### src/rtl/stack_ctrl_if.sv
// Request/response channel between the control unit and stack_ctrl.
//   req_valid/req_ready : request handshake (transfer when both are 1)
//   req_op              : 00 push, 01 pop, 10 peek, 11 clear
//   req_data            : push data
//   rsp_valid           : one-cycle response strobe, no backpressure
//   rsp_err             : request rejected (overflow/underflow)
//   rsp_data            : popped/peeked word, 0 for push/clear/error
// master = control unit side, slave = stack_ctrl side.
interface stack_ctrl_if #(
  parameter int DATA_W = 32
) ();
  logic              req_valid;
  logic              req_ready;
  logic [1:0]        req_op;
  logic [DATA_W-1:0] req_data;
  logic              rsp_valid;
  logic              rsp_err;
  logic [DATA_W-1:0] rsp_data;

  modport master (
    output req_valid, req_op, req_data,
    input  req_ready, rsp_valid, rsp_err, rsp_data
  );

  modport slave (
    input  req_valid, req_op, req_data,
    output req_ready, rsp_valid, rsp_err, rsp_data
  );
endinterface

### src/rtl/stack_ctrl.sv
// LIFO stack sequencer. Owns the stack pointer and turns single
// push/pop/peek/clear requests into accesses on a single-port synchronous RAM.
// Ports:
//   clk, reset      : rising-edge clock, synchronous active-high reset
//   bus (slave)     : request/response channel (see stack_ctrl_if)
//   mem_en/mem_we   : RAM enable / write enable (forced 0 during reset)
//   mem_addr        : RAM address
//   mem_wdata       : RAM write data
//   mem_rdata       : RAM read data, valid the cycle after a read
//   sp              : entry count 0..DEPTH
//   full/empty      : sp==DEPTH / sp==0
module stack_ctrl #(
  parameter int DATA_W = 32,
  parameter int DEPTH  = 16,
  parameter int ADDR_W = 4
) (
  input  logic              clk,
  input  logic              reset,
  stack_ctrl_if.slave       bus,
  output logic              mem_en,
  output logic              mem_we,
  output logic [ADDR_W-1:0] mem_addr,
  output logic [DATA_W-1:0] mem_wdata,
  input  logic [DATA_W-1:0] mem_rdata,
  output logic [ADDR_W:0]   sp,
  output logic              full,
  output logic              empty
);

  typedef enum logic [2:0] {
    IDLE, WR, RD, RWAIT, CLR, ERR, RSP
  } state_e;

  typedef enum logic [1:0] {
    OP_PUSH  = 2'b00,
    OP_POP   = 2'b01,
    OP_PEEK  = 2'b10,
    OP_CLEAR = 2'b11
  } op_e;

  state_e            state, state_next;
  op_e               op_q;
  logic [DATA_W-1:0] data_q;
  logic [DATA_W-1:0] rsp_data_q;
  logic              accept;

  assign full   = (sp == (ADDR_W+1)'(DEPTH));
  assign empty  = (sp == '0);
  assign accept = bus.req_valid && (state == IDLE);

  // State register
  always_ff @(posedge clk) begin
    if (reset) state <= IDLE;
    else       state <= state_next;
  end

  // Next-state logic
  always_comb begin
    state_next = state;
    case (state)
      IDLE: begin
        if (bus.req_valid) begin
          case (op_e'(bus.req_op))
            OP_PUSH:  state_next = full  ? ERR : WR;
            OP_POP,
            OP_PEEK:  state_next = empty ? ERR : RD;
            default:  state_next = CLR;
          endcase
        end
      end
      WR:      state_next = RSP;
      RD:      state_next = RWAIT;
      RWAIT:   state_next = RSP;
      CLR:     state_next = RSP;
      ERR:     state_next = IDLE;
      RSP:     state_next = IDLE;
      default: state_next = IDLE;
    endcase
  end

  // Output decode
  always_comb begin
    bus.req_ready = (state == IDLE);
    bus.rsp_valid = (state == RSP) || (state == ERR);
    bus.rsp_err   = (state == ERR);
    bus.rsp_data  = rsp_data_q;
    mem_en        = !reset && ((state == WR) || (state == RD));
    mem_we        = !reset && (state == WR);
    // RD targets the top entry sp-1; the low bits wrap correctly even at sp==DEPTH.
    mem_addr      = (state == RD) ? (sp[ADDR_W-1:0] - ADDR_W'(1)) : sp[ADDR_W-1:0];
    mem_wdata     = data_q;
  end

  // Datapath: stack pointer, latched request, response data
  always_ff @(posedge clk) begin
    if (reset) begin
      sp         <= '0;
      op_q       <= OP_PUSH;
      data_q     <= '0;
      rsp_data_q <= '0;
    end else begin
      case (state)
        IDLE: begin
          if (accept) begin
            op_q   <= op_e'(bus.req_op);
            data_q <= bus.req_data;
            // Error response appears next cycle, so its zero data is loaded now.
            if (state_next == ERR) rsp_data_q <= '0;
          end
        end
        WR: begin
          sp         <= sp + 1'b1;
          rsp_data_q <= '0;
        end
        RWAIT: begin
          rsp_data_q <= mem_rdata;
          if (op_q == OP_POP) sp <= sp - 1'b1;
        end
        CLR: begin
          sp         <= '0;
          rsp_data_q <= '0;
        end
        default: ;
      endcase
    end
  end

endmodule

### src/flat_wrapper.sv
// flat-port wrapper written by rule: the top's interface ports become plain ports
module stack_ctrl_flat 
#(
  parameter int DATA_W = 32,
  parameter int DEPTH  = 16,
  parameter int ADDR_W = 4
)
  (clk, reset, mem_en, mem_we, mem_addr, mem_wdata, mem_rdata, sp, full, empty, bus_req_valid, bus_req_op, bus_req_data, bus_req_ready, bus_rsp_valid, bus_rsp_err, bus_rsp_data);
  stack_ctrl_if #(.DATA_W(DATA_W)) bus_i ();
  input  logic clk;
  input  logic reset;
  output logic mem_en;
  output logic mem_we;
  output logic [ADDR_W-1:0] mem_addr;
  output logic [DATA_W-1:0] mem_wdata;
  input  logic [DATA_W-1:0] mem_rdata;
  output logic [ADDR_W:0] sp;
  output logic full;
  output logic empty;
  input wire logic [$bits(bus_i.req_valid)-1:0] bus_req_valid;
  input wire logic [$bits(bus_i.req_op)-1:0] bus_req_op;
  input wire logic [$bits(bus_i.req_data)-1:0] bus_req_data;
  output wire logic [$bits(bus_i.req_ready)-1:0] bus_req_ready;
  output wire logic [$bits(bus_i.rsp_valid)-1:0] bus_rsp_valid;
  output wire logic [$bits(bus_i.rsp_err)-1:0] bus_rsp_err;
  output wire logic [$bits(bus_i.rsp_data)-1:0] bus_rsp_data;
  assign bus_i.req_valid = bus_req_valid;
  assign bus_i.req_op = bus_req_op;
  assign bus_i.req_data = bus_req_data;
  assign bus_req_ready = bus_i.req_ready;
  assign bus_rsp_valid = bus_i.rsp_valid;
  assign bus_rsp_err = bus_i.rsp_err;
  assign bus_rsp_data = bus_i.rsp_data;
  stack_ctrl #(.DATA_W(DATA_W), .DEPTH(DEPTH), .ADDR_W(ADDR_W)) u_core (.clk(clk), .reset(reset), .bus(bus_i), .mem_en(mem_en), .mem_we(mem_we), .mem_addr(mem_addr), .mem_wdata(mem_wdata), .mem_rdata(mem_rdata), .sp(sp), .full(full), .empty(empty));
endmodule
### config.mk
export PLATFORM = sky130hd
export DESIGN_NAME = stack_ctrl_flat
export DESIGN_NICKNAME = d
export VERILOG_FILES = /design/src/rtl/stack_ctrl_if.sv /design/src/rtl/stack_ctrl.sv /design/src/flat_wrapper.sv
export SDC_FILE = /design/constraint.sdc
export NUM_CORES = 1
export LEC_CHECK = 0
export ABC_AREA = 1
export BUFFER_PORTS_ARGS = -buffer_cell sky130_fd_sc_hd__buf_2
export CAP_MARGIN = 10
export CORE_ASPECT_RATIO = 0.75
export CORE_MARGIN = 1.5
export CORE_UTILIZATION = 51
export CTS_CLUSTER_DIAMETER = 40
export CTS_CLUSTER_SIZE = 30
export DETAILED_ROUTE_END_ITERATION = 12
export HOLD_SLACK_MARGIN = 0.02
export PLACE_DENSITY = 0.89
export REMOVE_ABC_BUFFERS = 1
export SYNTH_ARGS = -nofsm -noshare
export SYNTH_HDL_FRONTEND = slang
export SYNTH_SLANG_ARGS = --single-unit
export TNS_END_PERCENT = 30
### constraint.sdc
create_clock -name clk -period 3.7 [get_ports clk]
set_clock_uncertainty 0.15 [all_clocks]
set_input_delay 0.185 -clock clk [delete_from_list [all_inputs] [get_ports clk]]
set_output_delay 0.185 -clock clk [all_outputs]
set_load 0.005 [all_outputs]
==> flow_summary.rst <==
.. list-table::
   :header-rows: 1

   * - Metric
     - Value
   * - Area leader, netlist
     - sky130_fd_sc_hd__dfxtp_1
   * - Effective utilization at floorplan
     - 0.527
   * - Root cell of the clock tree
     - sky130_fd_sc_hd__clkbuf_8
   * - Power per cell area
     - 762 nW/um^2
   * - Max-slew headroom
     - 0.630
   * - Number of global-route vias before repair
     - 3441
   * - Height of the die
     - 72.8 um
   * - List of cells traversed by the critical path
     - nand2_1 -> nor2_2 -> buf_4 -> inv_1 -> fa_1 -> o21ai_0 -> a21oi_1 -> xnor2_1 -> nand2_1 -> a21oi_1
   * - Clock latency on the worst-skew pair
     - 0.35 ns
   * - Largest net degree at the start of global routing
     - 56
   * - CP max-delay cell
     - sky130_fd_sc_hd__dfxtp_1
   * - Critical path's top delay family
     - buffers and inverters
   * - Cell types with the highest counts after synthesis
     - sky130_fd_sc_hd__nand2_1 (147), sky130_fd_sc_hd__dfxtp_1 (74), sky130_fd_sc_hd__a21oi_1 (71)
   * - Number of gates given a new drive strength after cts
     - 0
   * - ANT nets after route
     - 0
   * - Worst setup timing slack at the placement stage
     - 1.12 ns
   * - Syn Area/Cell
     - 7.03 sq um
   * - WP buf/inv
     - 2
   * - Fraction of synthesis flops using an asynchronous set or reset pin
     - 0
   * - Number of maximum-capacitance violations
     - 0
   * - Transition time at the pin with the least slew margin
     - 0.554 ns
   * - F_max
     - 0.384 GHz
   * - Total negative slack for setup checks
     - 0 ns
   * - Count of final max-slew check failures
     - 0
   * - Worst hold path type
     - input pin to register
   * - Data arrival time of the critical path
     - 2.73 ns
   * - TritonCTS clock tree
     - done
   * - Filler cells
     - 490
   * - H-Tree Depth
     - 3
   * - Distinct cell type count of the synthesized netlist
     - 28
   * - Worst-path fanout max
     - 33
   * - Finished Core Util
     - 0.753
   * - Total routing usage reported by global routing
     - 0.286
   * - HPWL after detailed placement
     - 5.94 mm
   * - Horiz. Die Dim
     - 96.1 um
   * - Synth Register Bits
     - 74
   * - Static leakage power
     - 2.34 nW
   * - Number of failing setup endpoints in the final timing report
     - 0
   * - Antenna Cells
     - 0
   * - Number of violations reported at the end of detailed-routing iteration 0
     - 183
   * - Start-to-end type of the worst setup path
     - register to register
   * - Global placement routability congestion
     - 0.833
   * - Post-route clock period utilization
     - 0.704
   * - Share of the synthesized area in the top cell type
     - 0.447
   * - Cell area after technology mapping
     - 3310 sq um
   * - Number of synthesized flops with an enable pin
     - 0
   * - Count of clock tree sinks
     - 74
   * - Standard-cell row count
     - 25
   * - Clock buffers created by TritonCTS
     - 9
   * - Cell Count Post-Placement
     - 679
   * - Prevailing post-synth register cell
     - sky130_fd_sc_hd__dfxtp_1
   * - First-pass GRT wire length
     - 15.5 mm
   * - Antenna violations before repair
     - 0
   * - Leftover overflow at the end of global routing
     - 0
   * - Type of destination of the critical path
     - register
   * - Most used standard cell by instance count after synthesis
     - sky130_fd_sc_hd__nand2_1
   * - Outcome
     - complete, no violations
   * - Maximum vdd drop
     - 0.487 mV
   * - FF/Latch Area
     - 1480 sq um
   * - Relative area change from synthesis to final layout
     - 42.9%
   * - Post-Synthesis Cells
     - 471
   * - Required time reported for the critical path endpoint
     - 3.83 ns
   * - Share of synthesized area occupied by flip-flops and latches
     - 0.447
   * - Total vias in the final route
     - 3651
   * - Number of optimization iterations in the first detailed-route pass
     - 5
   * - Fraction of layout cells with a size suffix above 1
     - 0.275
   * - Number of vias per cell
     - 4.93
   * - Yosys warning count
     - 0
   * - Non-filler instance count after layout
     - 740
   * - Top cells by area, synth
     - sky130_fd_sc_hd__dfxtp_1 (45%), sky130_fd_sc_hd__nand2_1 (17%), sky130_fd_sc_hd__a21oi_1 (11%)
   * - Setup repair after global routing missed its margin
     - no
   * - Area inside the core boundary
     - 6290 sq um
   * - Clock period minus final worst setup slack
     - 2.61 ns
   * - DR WL/cell
     - 13.2 um
   * - DIE AREA
     - 6990 sq um
   * - Net total in the final layout
     - 733
   * - Worst setup slack after layout
     - 1.09 ns
   * - Worst R2R Setup Slack
     - 1.09 ns
   * - Area taken by multi-input logic gates
     - 1590 sq um
   * - Pwr Total
     - 3.61 mW
   * - Crit-path max cell delay
     - 0.46 ns
   * - Critical Path Start Type
     - register
   * - Final Hold Violating Endpoints
     - 0
   * - Maximum clock path buffer count
     - 2
   * - I/O Pins
     - 149
   * - Port-buffer cells
     - 148
   * - # DRC
     - 0
   * - Final wirelength
     - 9.75 mm
   * - Reg clk slew, reported paths
     - 0.07 ns
## metrics by stage
stage / instance area [sq um] / hold WS [ns]
3_3_place_gp: 4080 / 0.285
4_1_cts: 4730 / 0.0215
2_1_floorplan: 3180 / 0.104
3_5_place_dp: 4080 / 0.293
5_1_grt: 4730 / 0.0347
6_report: 4730 / 0.0262
## cell type report
type                    instances  area share
repair buffers                201       0.265
well taps                      81      0.0214
multi-input cells             337       0.336
flip-flops and latches         74       0.313
clock inverters                 5      0.0122
inverters                      33      0.0262
clock buffers                   9      0.0262
## state kept, by name (all words and copies together) (netlist names)
| name | cells |
|---|---|
| u_core.bus.rsp_data | 32 |
| u_core.mem_wdata | 32 |
| u_core.op_q | 2 |
| u_core.sp | 5 |
| u_core.state | 3 |
## worst paths after layout
kind                                    start                             endpoint  depth (start not counted)
max                u_core.state[0]$_SDFF_PP0_            u_core.sp[4]$_SDFFE_PP0P_                         10
min                              mem_rdata[9]  u_core.bus.rsp_data[9]$_SDFFE_PP0P_                          5
max reg2reg        u_core.state[0]$_SDFF_PP0_            u_core.sp[4]$_SDFFE_PP0P_                         10
min reg2reg  u_core.mem_wdata[0]$_SDFFE_PP0P_     u_core.mem_wdata[0]$_SDFFE_PP0P_                          2
## cells in the final DEF (no fill, tap or decap), drive strengths merged
master / instances
ha: 7
inv: 32
fa: 1
nand3b: 1
xnor2: 4
nand2: 151
nand3: 30
clkbuf: 9
nand4: 3
clkinv: 2
dfxtp: 74
o22ai: 1
xor2: 3
nor2: 54
o21ai: 8
buf: 154
a211oi: 1
bufinv: 1
a21oi: 72
nor3: 1
clkinvlp: 3
dlygate4sd3: 47
## worst min-delay path, stage by stage
cell,delay [ns]
sky130_fd_sc_hd__buf_2,0.07
sky130_fd_sc_hd__nand2_1,0.05
sky130_fd_sc_hd__nand3_1,0.07
sky130_fd_sc_hd__nand2_1,0.05
sky130_fd_sc_hd__nor2_1,0.07
## report_power, final
part,leakage (nW),switching (mW),internal (mW)
Sequential,0.608,0.121,1.01
Combinational,1.65,1.18,0.703
Clock,0.0832,0.296,0.302
Total,2.34,1.59,2.01
## cells by family (layout without fill, tap and decap cells)
family                   Yosys count  count (layout)  share of synthesized area
AND/OR/NAND/NOR                  240             240                      0.298
AO/OA/AOI/OAI                     82              82                      0.126
flip-flops                        74              74                      0.447
buffers and inverters             60             248                     0.0771
adder cells (fa/ha/maj)            8               8                     0.0325
XOR/XNOR                           7               7                     0.0185
## timing repair
action                    CTS  global route
buffers inserted            0             0
hold endpoints to repair   47             0
hold buffers               47             0
## metal layers
metal,GRT usage,routed length [um],vias up
met5,0,0,-
met4,0.165,299,0
met3,0.0813,502,32
li1,-,-,1860
met1,0.319,3940,1625
met2,0.488,5010,134
(Power assumes the default switching activity.)
